--- src/rtl/ss_pkg.sv ---
// Shared constants for the seven-segment scan multiplexer: segment bit positions,
// digit glyph patterns (active-low, segments g..a) and a counter-width helper.
package ss_pkg;

  localparam int unsigned SEG_BIT_A  = 0;
  localparam int unsigned SEG_BIT_B  = 1;
  localparam int unsigned SEG_BIT_C  = 2;
  localparam int unsigned SEG_BIT_D  = 3;
  localparam int unsigned SEG_BIT_E  = 4;
  localparam int unsigned SEG_BIT_F  = 5;
  localparam int unsigned SEG_BIT_G  = 6;
  localparam int unsigned SEG_BIT_DP = 7;

  localparam logic [7:0] SEG_BLANK = 8'hFF;

  // Glyphs hold segments g..a only; the dp bit is merged separately.
  localparam logic [6:0] SEG_OFF = 7'h7F;
  localparam logic [6:0] SEG_0   = 7'h40;
  localparam logic [6:0] SEG_1   = 7'h79;
  localparam logic [6:0] SEG_2   = 7'h24;
  localparam logic [6:0] SEG_3   = 7'h30;
  localparam logic [6:0] SEG_4   = 7'h19;
  localparam logic [6:0] SEG_5   = 7'h12;
  localparam logic [6:0] SEG_6   = 7'h02;
  localparam logic [6:0] SEG_7   = 7'h78;
  localparam logic [6:0] SEG_8   = 7'h00;
  localparam logic [6:0] SEG_9   = 7'h10;
  localparam logic [6:0] SEG_A   = 7'h08;
  localparam logic [6:0] SEG_B   = 7'h03;
  localparam logic [6:0] SEG_C   = 7'h46;
  localparam logic [6:0] SEG_D   = 7'h21;
  localparam logic [6:0] SEG_E   = 7'h06;
  localparam logic [6:0] SEG_F   = 7'h0E;

  // Bits needed to count 0..range-1, never less than one.
  function automatic int unsigned cnt_width(input int unsigned range);
    return (range <= 2) ? 1 : $clog2(range);
  endfunction

endpackage

--- src/rtl/ss_seg_rom.sv ---
// Combinational nibble-to-segment decoder. Codes 10..15 show A..F only when SS_HEX_EN
// is defined; otherwise they blank while the decimal point still follows dp_i.
module ss_seg_rom
  import ss_pkg::*;
(
  input  logic [3:0] code_i,
  input  logic       dp_i,
  output logic [7:0] seg_o
);

  logic [6:0] glyph;

  always_comb begin
    glyph = SEG_OFF;
    case (code_i)
      4'd0:    glyph = SEG_0;
      4'd1:    glyph = SEG_1;
      4'd2:    glyph = SEG_2;
      4'd3:    glyph = SEG_3;
      4'd4:    glyph = SEG_4;
      4'd5:    glyph = SEG_5;
      4'd6:    glyph = SEG_6;
      4'd7:    glyph = SEG_7;
      4'd8:    glyph = SEG_8;
      4'd9:    glyph = SEG_9;
`ifdef SS_HEX_EN
      4'd10:   glyph = SEG_A;
      4'd11:   glyph = SEG_B;
      4'd12:   glyph = SEG_C;
      4'd13:   glyph = SEG_D;
      4'd14:   glyph = SEG_E;
      4'd15:   glyph = SEG_F;
`endif
      default: glyph = SEG_OFF;
    endcase
  end

  always_comb begin
    seg_o                        = SEG_BLANK;
    seg_o[SEG_BIT_G:SEG_BIT_A]   = glyph;
    seg_o[SEG_BIT_DP]            = ~dp_i;
  end

endmodule

--- src/rtl/ss_scan_mux.sv ---
// Time-multiplexed seven-segment driver with frame-synchronous double buffering.
// Optional hex glyphs for codes 10..15 are enabled by defining SS_HEX_EN.
module ss_scan_mux
  import ss_pkg::*;
#(
  parameter int unsigned NUM_DIGITS  = 4,
  parameter int unsigned REFRESH_DIV = 50000,
  parameter int unsigned BLANK_CYC   = 2
) (
  input  logic                    clk,
  input  logic                    rst_n,
  input  logic                    load_i,
  input  logic [4*NUM_DIGITS-1:0] data_i,
  input  logic [NUM_DIGITS-1:0]   dp_i,
  output logic [7:0]              sseg_o,
  output logic [NUM_DIGITS-1:0]   an_o,
  output logic                    frame_o,
  output logic                    pending_o
);

  localparam int unsigned CntW = cnt_width(REFRESH_DIV);
  localparam int unsigned IdxW = cnt_width(NUM_DIGITS);

  localparam logic [CntW-1:0] CntMax   = CntW'(REFRESH_DIV - 1);
  localparam logic [CntW-1:0] BlankCyc = CntW'(BLANK_CYC);
  localparam logic [IdxW-1:0] IdxMax   = IdxW'(NUM_DIGITS - 1);

  logic [CntW-1:0]         div_q, div_d;
  logic [IdxW-1:0]         dig_q, dig_d;
  logic [4*NUM_DIGITS-1:0] act_data_q, act_data_d;
  logic [NUM_DIGITS-1:0]   act_dp_q, act_dp_d;
  logic [4*NUM_DIGITS-1:0] sh_data_q, sh_data_d;
  logic [NUM_DIGITS-1:0]   sh_dp_q, sh_dp_d;
  logic                    pend_q, pend_d;
  logic [7:0]              sseg_q, sseg_d;
  logic [NUM_DIGITS-1:0]   an_q, an_d;
  logic                    frame_q, frame_d;

  logic       slot_end;
  logic       frame_end;
  logic       blank;
  logic [3:0] cur_code;
  logic       cur_dp;
  logic [7:0] rom_seg;

  assign slot_end  = (div_q == CntMax);
  assign frame_end = slot_end && (dig_q == IdxMax);
  assign blank     = (div_q < BlankCyc);
  assign cur_code  = act_data_q[{dig_q, 2'b00} +: 4];
  assign cur_dp    = act_dp_q[dig_q];

  ss_seg_rom u_seg_rom (
    .code_i (cur_code),
    .dp_i   (cur_dp),
    .seg_o  (rom_seg)
  );

  always_comb begin
    div_d = slot_end ? '0 : div_q + 1'b1;
    dig_d = dig_q;
    if (slot_end) begin
      dig_d = (dig_q == IdxMax) ? '0 : dig_q + 1'b1;
    end
  end

  // Loads land in the shadow and are promoted only at a frame boundary, so a frame
  // never mixes old and new digits; a load on the boundary itself goes straight through.
  always_comb begin
    act_data_d = act_data_q;
    act_dp_d   = act_dp_q;
    sh_data_d  = sh_data_q;
    sh_dp_d    = sh_dp_q;
    pend_d     = pend_q;
    if (load_i && frame_end) begin
      act_data_d = data_i;
      act_dp_d   = dp_i;
      pend_d     = 1'b0;
    end else if (load_i) begin
      sh_data_d = data_i;
      sh_dp_d   = dp_i;
      pend_d    = 1'b1;
    end else if (frame_end && pend_q) begin
      act_data_d = sh_data_q;
      act_dp_d   = sh_dp_q;
      pend_d     = 1'b0;
    end
  end

  always_comb begin
    an_d = '1;
    for (int unsigned i = 0; i < NUM_DIGITS; i++) begin
      an_d[i] = blank || (dig_q != IdxW'(i));
    end
    sseg_d  = blank ? SEG_BLANK : rom_seg;
    frame_d = frame_end;
  end

  always_ff @(posedge clk or negedge rst_n) begin
    if (!rst_n) begin
      div_q      <= '0;
      dig_q      <= '0;
      act_data_q <= '0;
      act_dp_q   <= '0;
      sh_data_q  <= '0;
      sh_dp_q    <= '0;
      pend_q     <= 1'b0;
      sseg_q     <= SEG_BLANK;
      an_q       <= '1;
      frame_q    <= 1'b0;
    end else begin
      div_q      <= div_d;
      dig_q      <= dig_d;
      act_data_q <= act_data_d;
      act_dp_q   <= act_dp_d;
      sh_data_q  <= sh_data_d;
      sh_dp_q    <= sh_dp_d;
      pend_q     <= pend_d;
      sseg_q     <= sseg_d;
      an_q       <= an_d;
      frame_q    <= frame_d;
    end
  end

  assign sseg_o    = sseg_q;
  assign an_o      = an_q;
  assign frame_o   = frame_q;
  assign pending_o = pend_q;

endmodule

--- config.mk ---
export PLATFORM = sky130hd
export DESIGN_NAME = ss_scan_mux
export DESIGN_NICKNAME = d
export VERILOG_FILES = /design/src/rtl/ss_pkg.sv /design/src/rtl/ss_seg_rom.sv /design/src/rtl/ss_scan_mux.sv
export SDC_FILE = /design/constraint.sdc
export NUM_CORES = 1
export LEC_CHECK = 0
export BUFFER_PORTS_ARGS = -buffer_cell sky130_fd_sc_hd__clkbuf_2
export CAP_MARGIN = 20
export CORE_ASPECT_RATIO = 0.6
export CORE_MARGIN = 1.5
export CORE_UTILIZATION = 48
export CTS_BUF_LIST = sky130_fd_sc_hd__clkbuf_8
export DETAILED_ROUTE_END_ITERATION = 8
export PLACE_DENSITY = 0.77
export SYNTH_ARGS = -nofsm -noshare
export SYNTH_HDL_FRONTEND = slang
export SYNTH_SLANG_ARGS = --single-unit
--- constraint.sdc ---
create_clock -name clk -period 3.7 [get_ports clk]
set_input_delay 0 -clock clk [delete_from_list [all_inputs] [get_ports clk]]
set_output_delay 0 -clock clk [all_outputs]
set_load 0.01 [all_outputs]
==> summary.txt, run 1 <==
Post-synth ARST share: 100%
Yosys top cell area share: 41.4%
Slew Viols, Final: 0
WS Path Type: flop to flop
Post-CTS setup buffer count: 0
Placed cells: 455
YS warnings: 0
Maximum vdd drop: 0.183 mV
Vias per std cell: 5.78
Synth Register Bits: 72
Leakage: 1.73 nW
Post-synth EDFFs: 0
# nets final: 418
Tightest Pin Transition: 717 ps
Pre-CTS setup slack: 1220 ps
Final hold violations: 0
Initial Util: 49.7%
Die width: 115 um
Fin crit period: 2500 ps
Full die area: 8110 um^2
Synth area leader: dfrtp_1
Top cells by area, synth: dfrtp_1, dfstp_2, mux2_2, a41oi_1, nand3_1
Final WL: 8270 um
Routability Congestion: 0.841
Final worst path period share: 67.6%
CP max FO: 21
Antenna violations before repair: 0
Post-CTS sizing: 0
GR Util met1: 33.1%
Syn Inst Count: 334
Area after DPL: 3870 um^2
Ant. Diodes: 0
Area growth from synthesis to layout: 19.0%
Die H: 70.3 um
Synth Flop Type: dfrtp_1
Post-detail-place hpwl: 5460 um
Post-Layout Cell Count: 493
Design Power: 1.56 mW
Fin Setup TNS: 0 ps
Clk sinks: 72
Crit start category: flop
Outcome: completed
Fill count: 610
Via count: 2848
Critical path endpoint category: flop
Worst EP required: 3940 ps
Slew HR: 51.8%
Final WS setup: 1200 ps
Syn nets: 367
Most Used Layer, Global Route: met1
Port buffer count: 36
DRT Pass-1 Iters: 5
Largest net degree at the start of global routing: 47
First-pass GRT wire length: 13600 um
RSZ-0062 raised after global routing: false
I/O pins: 37
DRC: 0
Syn_area_per_cell: 10.9 um^2
Clock Path Buffers: 2
DR iter-0 viols: 196
Post-route cell area: 4320 um^2
Cell Area, Synth: 3630 um^2
Root Buffer: clkbuf_8
Hold WC Path Type: primary input to asynchronous set/reset pin
Sequential-to-total area share from yosys stat: 50.1%
Max Fclk: 0.400 GHz
Gr ovfl total: 0
Total Routing Usage GR: 22.3%
PD cells: 362 nW/um^2
Synth unique cells: 37
CTS tree: yes
Vias in the first global route: 2760
Worst-skew pair later-pin latency: 370 ps
Cell Rows: 24
Clock Skew: 14.9 ps
Drt wl/cell: 16.8 um
Maxcap violations: 0
Met2 usage: 31.0%
CP startpoint: div_q[0]$_DFF_PN0_
Top-count cell post-synth: dfrtp_1
Clock-pin slew on the worst setup and hold paths: 80 ps
Fin Hold WS: 110 ps
Final core occ: 59.2%
Final setup violation count: 0
Synth cell count leaders: dfrtp_1, nand3_1, o21ai_0
DRT antenna net count: 0
Worst R2R Start: div_q[0]$_DFF_PN0_
Crit path DAT: 2740 ps
Core area: 7300 um^2
# H-tree levels: 3
Share of layout cells above drive strength 1: 25.7%
CTS Buf Count: 9
GRT met3 Usage: 6.86%
==> placed cells by master (no fill, tap or decap), drive strengths merged, types with 7 or more instances in the layout <==
master and instances:
dfstp 12, buf 9, ha 10, clkbuf 47, dlygate4sd3 21, and2 22, nand2 11, o21ai 28
nand4 22, mux2 21, a41oi 20, xnor2 7, nor2 15, nand3 31, dfrtp 60, inv 8
==> power by group <==
| group | total [mW] | internal [mW] | switching [mW] | leakage, nW |
|---|---|---|---|---|
| clock network | 0.651 | 0.361 | 0.290 | 0.106 |
| registers | 0.821 | 0.809 | 0.0117 | 0.794 |
| logic | 0.0898 | 0.0468 | 0.0429 | 0.831 |
| total | 1.56 | 1.22 | 0.345 | 1.73 |
==> area by class of cell <==
| class | count | area (um^2) | share of cell area (%) |
|---|---|---|---|
| timing repair buffer | 65 | 463 | 10.7 |
| tap | 104 | 130 | 3.01 |
| clock buffer | 12 | 165 | 3.82 |
| clock inverter | 3 | 41.3 | 0.956 |
| inverter | 7 | 26.3 | 0.608 |
| multi-input combinational | 230 | 1680 | 38.8 |
| sequential | 72 | 1820 | 42.1 |
==> kinds of logic (layout without fill, tap and decap cells) <==
family | after synthesis | count (layout) | share of synthesized area [%]
and+or+nand+nor | 123 | 123 | 18.9
DFF | 72 | 72 | 50.1
AOI/OAI and AO/OA | 55 | 55 | 10.1
buffers and inverters | 32 | 87 | 3.90
muxes | 29 | 29 | 10.4
xor gates and xnor gates | 13 | 13 | 3.14
adders and majority gates | 10 | 10 | 3.45
==> routing by layer <==
layer	vias to the layer above	wire, um
met3	11	605
li1	1329	-
met1	1396	4000
met2	112	3570
met4	0	96
met5	-	0
==> critical path: stages, from the launching register on <==
cell     delay [ps]
dfrtp_1         400
ha_1            250
nand3_2         170
or3_4           530
o21ai_2         360
buf_4           310
mux2_2          360
==> path summary, 6_finish.rpt <==
path                                             end  slack [ps]  depth (start not counted)
max in group asynchronous          an_o[1]$_DFF_PN1_        2630                          4
hold reg to reg                   div_q[0]$_DFF_PN0_         510                          1
setup reg to reg            sh_data_q[2]$_DFFE_PN0P_        1200                          6
min in group clk           act_data_q[7]$_DFFE_PN0P_         340                          3
hold / removal                sh_dp_q[2]$_DFFE_PN0P_         110                          2
setup / recovery            sh_data_q[2]$_DFFE_PN0P_        1200                          6
==> registers in the layout (all words and copies together) (netlist names) <==
name,flops
sh_data_q,16
act_data_q,16
dig_q,2
sh_dp_q,4
an_o,4
div_q,16
frame_o,1
act_dp_q,4
sseg_o,8
pending_o,1
==> repair_timing <==
| action | in CTS | in global routing |
|---|---|---|
| hold buffers | 21 | 0 |
| endpoints found under the setup margin | 0 | 0 |
| hold endpoints to repair | 76 | 0 |
(Power assumes the default switching activity.)
==> run 2: changes to the inputs <==
--- a/config.mk
+++ b/config.mk
@@ -12,7 +12,7 @@
 export CORE_UTILIZATION = 48
 export CTS_BUF_LIST = sky130_fd_sc_hd__clkbuf_8
 export DETAILED_ROUTE_END_ITERATION = 8
-export PLACE_DENSITY = 0.77
+export PLACE_DENSITY = 0.8
 export SYNTH_ARGS = -nofsm -noshare
 export SYNTH_HDL_FRONTEND = slang
 export SYNTH_SLANG_ARGS = --single-unit
==> constraint.sdc (replaced) <==
create_clock -name clk -period 2.25 [get_ports clk]
set_input_delay 0 -clock clk [delete_from_list [all_inputs] [get_ports clk]]
set_output_delay 0 -clock clk [all_outputs]
set_load 0.01 [all_outputs]
==> summary.txt, run 2 (same netlist as run 1, synthesis figures left out) <==
Outcome: completed
Largest regs: act_data_q: 16 flops, div_q: 16 flops, sh_data_q: 16 flops
Worst Hold End: act_data_q[15]$_DFFE_PN0P_
CTS tree: yes
Full die area: 8110 um^2 (unchanged)
Cell Rows: 24 (unchanged)
Final worst path period share: 91.6% (+24 points)
Core area: 7300 um^2 (unchanged)
CP max FO: 9 (-57%)
Via count: 2924 (+2.7%)
Hold WC Path Type: primary input to flop
RSZ-0062 raised after global routing: false
I/O pins: 37 (unchanged)
Worst EP required: 2500 ps (-1440 ps)
Clk sinks: 72 (unchanged)
Gr ovfl total: 0 (unchanged)
R2R Setup Slk: 190 ps (-1010 ps)
Tightest Pin Transition: 891 ps (+174 ps)
# nets final: 421 (+0.72%)
Slew Viols, Final: 0 (unchanged)
Maximum vdd drop: 0.442 mV (+140%)
# H-tree levels: 3 (unchanged)
Vias in the first global route: 2864 (+3.8%)
Port buffer count: 36 (unchanged)
Hold depth: 3
Clock Path Buffers: 2 (unchanged)
WS Path Type: flop to flop
Area after DPL: 3930 um^2 (+1.3%)
Fin Hold WS: 372 ps (+262 ps)
Die H: 70.3 um (unchanged)
Fin Setup TNS: 0 ps (unchanged)
Final setup violation count: 0 (unchanged)
Fin crit period: 2060 ps (-440 ps)
Leakage: 1.75 nW (+0.84%)
Root Buffer: clkbuf_8
Final WL: 8500 um (+2.7%)
Ant. Diodes: 0 (unchanged)
DR iter-0 viols: 190 (-3.1%)
Post-detail-place hpwl: 5640 um (+3.2%)
Min-Delay Startpoint: load_i
Initial Util: 49.7% (unchanged)
Reg2reg end: sseg_o[4]$_DFF_PN1_
Largest net degree at the start of global routing: 73 (+55%)
Area growth from synthesis to layout: 19.2%
Final core occ: 59.3% (+0.069 points)
Antenna violations before repair: 0 (unchanged)
Drt wl/cell: 17.1 um (+1.9%)
Share of layout cells above drive strength 1: 26.0% (+0.25 points)
Fill count: 623 (+2.1%)
Crit start category: flop
Routability Congestion: 0.808 (-3.9%)
Slew HR: 40.6% (-11 points)
Vias per std cell: 5.88 (+1.8%)
Most common cell after layout, fill and taps aside: dfrtp_1
DRT antenna net count: 0 (unchanged)
CTS Buf Count: 9 (unchanged)
Die width: 115 um (unchanged)
DRC: 0 (unchanged)
Commonest cells after routing, fill and taps aside: dfrtp_1, clkbuf_2, nand3_1
Max Fclk: 0.485 GHz (+21%)
Post-route cell area: 4320 um^2 (+0.12%)
DRT Pass-1 Iters: 5 (unchanged)
R2r worst-path depth: 6 (unchanged)
First-pass GRT wire length: 14200 um (+4.3%)
Maxcap violations: 0 (unchanged)
Worst R2R Start: dig_q[0]$_DFFE_PN0N_
Clock-pin slew on the worst setup and hold paths: 70 ps (about the same)
Crit path DAT: 2310 ps (-430 ps)
Total Routing Usage GR: 23.3% (+1.1 points)
Critical path endpoint category: flop
Clock Skew: 7.92 ps (-7.01 ps)
PD cells: 573 nW/um^2 (+59%)
Worst-skew pair later-pin latency: 360 ps (about the same)
Final hold violations: 0 (unchanged)
==> run 2: metrics by stage <==
stage,setup slack (ps),total power [mW],cells
after floorplan,379,1.42,334
after CTS,188,2.51,497
after detailed placement,202,1.49,460
final,190,2.48,497
after global routing,58.8,2.58,497
after global placement,267,1.49,460
==> run 2: layout make-up <==
| type | count | area [um^2] | area share [%] |
|---|---|---|---|
| timing repair buffer | 68 | 485 | 11.2 |
| multi-input combinational | 230 | 1680 | 38.8 |
| clock buffer | 10 | 138 | 3.18 |
| clock inverter | 6 | 51.3 | 1.19 |
| inverter | 7 | 26.3 | 0.608 |
| sequential | 72 | 1820 | 42.0 |
| tap | 104 | 130 | 3.01 |
==> run 2: where the power goes <==
group / switching, mW / internal (mW)
Clock: 0.455 / 0.526
Sequential: 0.0191 / 1.33
Combinational: 0.0715 / 0.0760
Total: 0.546 / 1.93
==> run 2: worst max path at each step <==
| stage | start | endpoint | slack [ps] | depth (start not counted) |
|---|---|---|---|---|
| after global routing | dig_q[0]$_DFFE_PN0N_ | sseg_o[4]$_DFF_PN1_ | 60 | 6 |
| after global placement | div_q[0]$_DFF_PN0_ | sh_data_q[3]$_DFFE_PN0P_ | 270 | 6 |
| after detailed placement | dig_q[0]$_DFFE_PN0N_ | sseg_o[4]$_DFF_PN1_ | 200 | 6 |
| after CTS | dig_q[0]$_DFFE_PN0N_ | sseg_o[4]$_DFF_PN1_ | 190 | 6 |
| final | dig_q[0]$_DFFE_PN0N_ | sseg_o[4]$_DFF_PN1_ | 190 | 6 |
| after floorplan | div_q[0]$_DFF_PN0_ | sh_data_q[10]$_DFFE_PN0P_ | 380 | 6 |
==> run 2: critical path, cell delays in order (launching register included) <==
cell	delay (ps)
dfrtp_1	600
mux4_2	620
inv_1	160
ha_1	200
nor2b_1	50
a211oi_1	210
o21ai_0	120
==> run 2: timing repair <==
item,CTS,global route
setup buffers,0,0
hold buffers,21,0
endpoints found under the hold margin,100,0
gates resized for setup,0,0
==> run 2: per-layer routing <==
| layer | vias to the layer above | global-route usage (%) | part of all wire (%) |
|---|---|---|---|
| met1 | 1466 | 33.9 | 49 |
| met3 | 7 | 7.12 | 6.9 |
| li1 | 1347 | - | - |
| met5 | - | 0 | 0 |
| met4 | 0 | 7.82 | 0.67 |
| met2 | 104 | 33.1 | 43 |
==> run 3: changes to the inputs <==
--- a/config.mk
+++ b/config.mk
@@ -12,7 +12,8 @@
 export CORE_UTILIZATION = 48
 export CTS_BUF_LIST = sky130_fd_sc_hd__clkbuf_8
 export DETAILED_ROUTE_END_ITERATION = 8
-export PLACE_DENSITY = 0.8
+export GPL_ROUTABILITY_DRIVEN = 0
+export PLACE_DENSITY = 0.77
 export SYNTH_ARGS = -nofsm -noshare
 export SYNTH_HDL_FRONTEND = slang
 export SYNTH_SLANG_ARGS = --single-unit
==> constraint.sdc (replaced) <==
create_clock -name clk -period 2.6 [get_ports clk]
set_input_delay 0 -clock clk [delete_from_list [all_inputs] [get_ports clk]]
set_output_delay 0 -clock clk [all_outputs]
set_load 0.01 [all_outputs]
==> summary.txt, run 3 (same netlist as run 1, synthesis figures left out) <==
Pint: 1.65 mW (-15%)
# H-tree levels: 3 (unchanged)
CP max FO: 21 (+12)
Worst EP required: 2830 ps (+330 ps)
Worst R2R Start: div_q[1]$_DFF_PN0_
Tightest Pin Transition: 780 ps (-111 ps)
Fin crit period: 2230 ps (+169 ps)
Crit start category: flop
CP startpoint: div_q[1]$_DFF_PN0_
Post-CTS sizing: 0 (unchanged)
Slew HR: 47.5% (+6.9 points)
WS Path Type: flop to flop
Switching Share: 22.4% (+0.42 points)
Largest regs: act_data_q: 16 flops, div_q: 16 flops, sh_data_q: 16 flops
Maximum vdd drop: 0.255 mV (-42%)
R2R Setup Slk: 370 ps (+180 ps)
Clock Path Buffers: 2 (unchanged)
Post-CTS setup buffer count: 0 (unchanged)
Hold WC Path Type: primary input to asynchronous set/reset pin
Slew Viols, Final: 0 (unchanged)
Final hold violations: 0 (unchanged)
Outcome: completed
First-pass GRT wire length: 13500 um (-5.1%)
RSZ-0062 raised after global routing: false
Final setup violation count: 0 (unchanged)
Root Buffer: clkbuf_8
Most Used Layer, Global Route: met1
Ant. Diodes: 0 (unchanged)
Vias in the first global route: 2712 (-5.3%)
Design Power: 2.12 mW (-14%)
I/O pins: 37 (unchanged)
CTS tree: yes
R2r worst-path depth: 6 (unchanged)
Final core occ: 58.9% (-0.33 points)
GRT met3 Usage: 7.03% (-0.087 points)
Combinational fraction of design power: 6.1% (+0.2 points)
DRT antenna net count: 0 (unchanged)
GR Util met1: 32.3% (-1.7 points)
Max Fclk: 0.449 GHz (-7.6%)
Hold buffer count at cts: 21 (unchanged)
Largest net degree at the start of global routing: 73 (unchanged)
Clock Skew: 7.82 ps (-0.105 ps)
Sequential power share: 55.0% (+0.5 points)
Fin Hold WS: 206 ps (-166 ps)
Gr ovfl total: 0 (unchanged)
Placed cells: 458 (-0.43%)
Post-detail-place hpwl: 5350 um (-5.1%)
DR iter-0 viols: 250 (+32%)
PD cells: 494 nW/um^2 (-14%)
Antenna violations before repair: 0 (unchanged)
Core area: 7300 um^2 (unchanged)
Die width: 115 um (unchanged)
Cell Rows: 24 (unchanged)
P_sw: 476 uW (-13%)
Worst-skew pair later-pin latency: 340 ps (-20 ps)
Maxcap violations: 0 (unchanged)
Reg2reg end: sh_data_q[3]$_DFFE_PN0P_
Leakage: 1.74 nW (-0.49%)
Fin Setup TNS: 0 ps (unchanged)
End of the critical path: sh_data_q[3]$_DFFE_PN0P_
Post-Layout Cell Count: 495 (-0.40%)
Total Routing Usage GR: 21.9% (-1.4 points)
DRT Pass-1 Iters: 5 (unchanged)
Final worst path period share: 85.7% (-5.8 points)
Crit path DAT: 2460 ps (+150 ps)
Share of layout cells above drive strength 1: 25.6% (-0.38 points)
Clock-pin slew on the worst setup and hold paths: 70 ps (about the same)
Met2 usage: 30.3% (-2.8 points)
Clk sinks: 72 (unchanged)
Final WL: 7980 um (-6.1%)
Critical path endpoint category: flop
CTS Buf Count: 9 (unchanged)
Port buffer count: 36 (unchanged)
# nets final: 419 (-0.48%)
Drt wl/cell: 16.1 um (-5.7%)
Clock share of power: 38.9% (-0.7 points)
Vias per std cell: 5.70 (-3.1%)
Die H: 70.3 um (unchanged)
Most common cell after layout, fill and taps aside: dfrtp_1
Commonest cells after routing, fill and taps aside: dfrtp_1, clkbuf_2, nand3_1
Full die area: 8110 um^2 (unchanged)
Area growth from synthesis to layout: 18.5%
Initial Util: 49.7% (unchanged)
Via count: 2821 (-3.5%)
DRC: 0 (unchanged)
[run 3: changes by cell type in the layout (fill, tap and decap cells not counted)]
cell,change
buf_4,-2
clkbuf_8,-1
clkinv_1,-1
clkinv_2,+1
inv_1,+1
[run 3: worst min path at each step]
stage / cells after the start / slack [ps] / endpoint
after floorplan: 0 / -300 / act_data_q[0]$_DFFE_PN0P_
after detailed placement: 2 / 60 / act_data_q[1]$_DFFE_PN0P_
after CTS: 3 / 220 / act_data_q[1]$_DFFE_PN0P_
final: 3 / 210 / act_data_q[1]$_DFFE_PN0P_
after global routing: 3 / 250 / act_data_q[1]$_DFFE_PN0P_
after global placement: 2 / 60 / act_data_q[1]$_DFFE_PN0P_
[run 3: power groups by stage]
| stage | Sequential [mW] | Combinational [mW] | Clock (mW) |
|---|---|---|---|
| detailed placement | 1.19 | 0.105 | 0 |
| CTS | 1.17 | 0.130 | 0.849 |
| floorplan | 1.18 | 0.0489 | 0 |
| global route | 1.17 | 0.142 | 0.888 |
| global placement | 1.19 | 0.102 | 0 |
| finish | 1.17 | 0.129 | 0.825 |
[run 3: stage by stage]
stage / worst slack (ps) / area, um^2
5_1_grt: 262 / 4300
6_report: 371 / 4300
3_5_place_dp: 396 / 3910
4_1_cts: 373 / 4300
3_3_place_gp: 440 / 3910
2_1_floorplan: 729 / 3630
[run 3: routing by layer]
metal | share of wire, % | vias up
li1 | - | 1333
met1 | 48 | 1371
met2 | 43 | 105
met3 | 7.5 | 12
met4 | 1.2 | 0
met5 | 0 | -
[run 3: cell type report]
| class | instances | area (um^2) |
|---|---|---|
| sequential | 72 | 1820 |
| tap | 104 | 130 |
| multi-input combinational | 230 | 1680 |
| clock buffer | 9 | 124 |
| inverter | 7 | 26.3 |
| clock inverter | 7 | 56.3 |
| timing repair buffer | 66 | 470 |
| fill | 603 | 3000 |
[run 3: critical path, stage by stage (launching register included)]
cell	delay [ps]
dfrtp_1	390
ha_1	230
nand3_2	160
or3_4	520
o21ai_2	180
buf_4	260
mux2_2	370
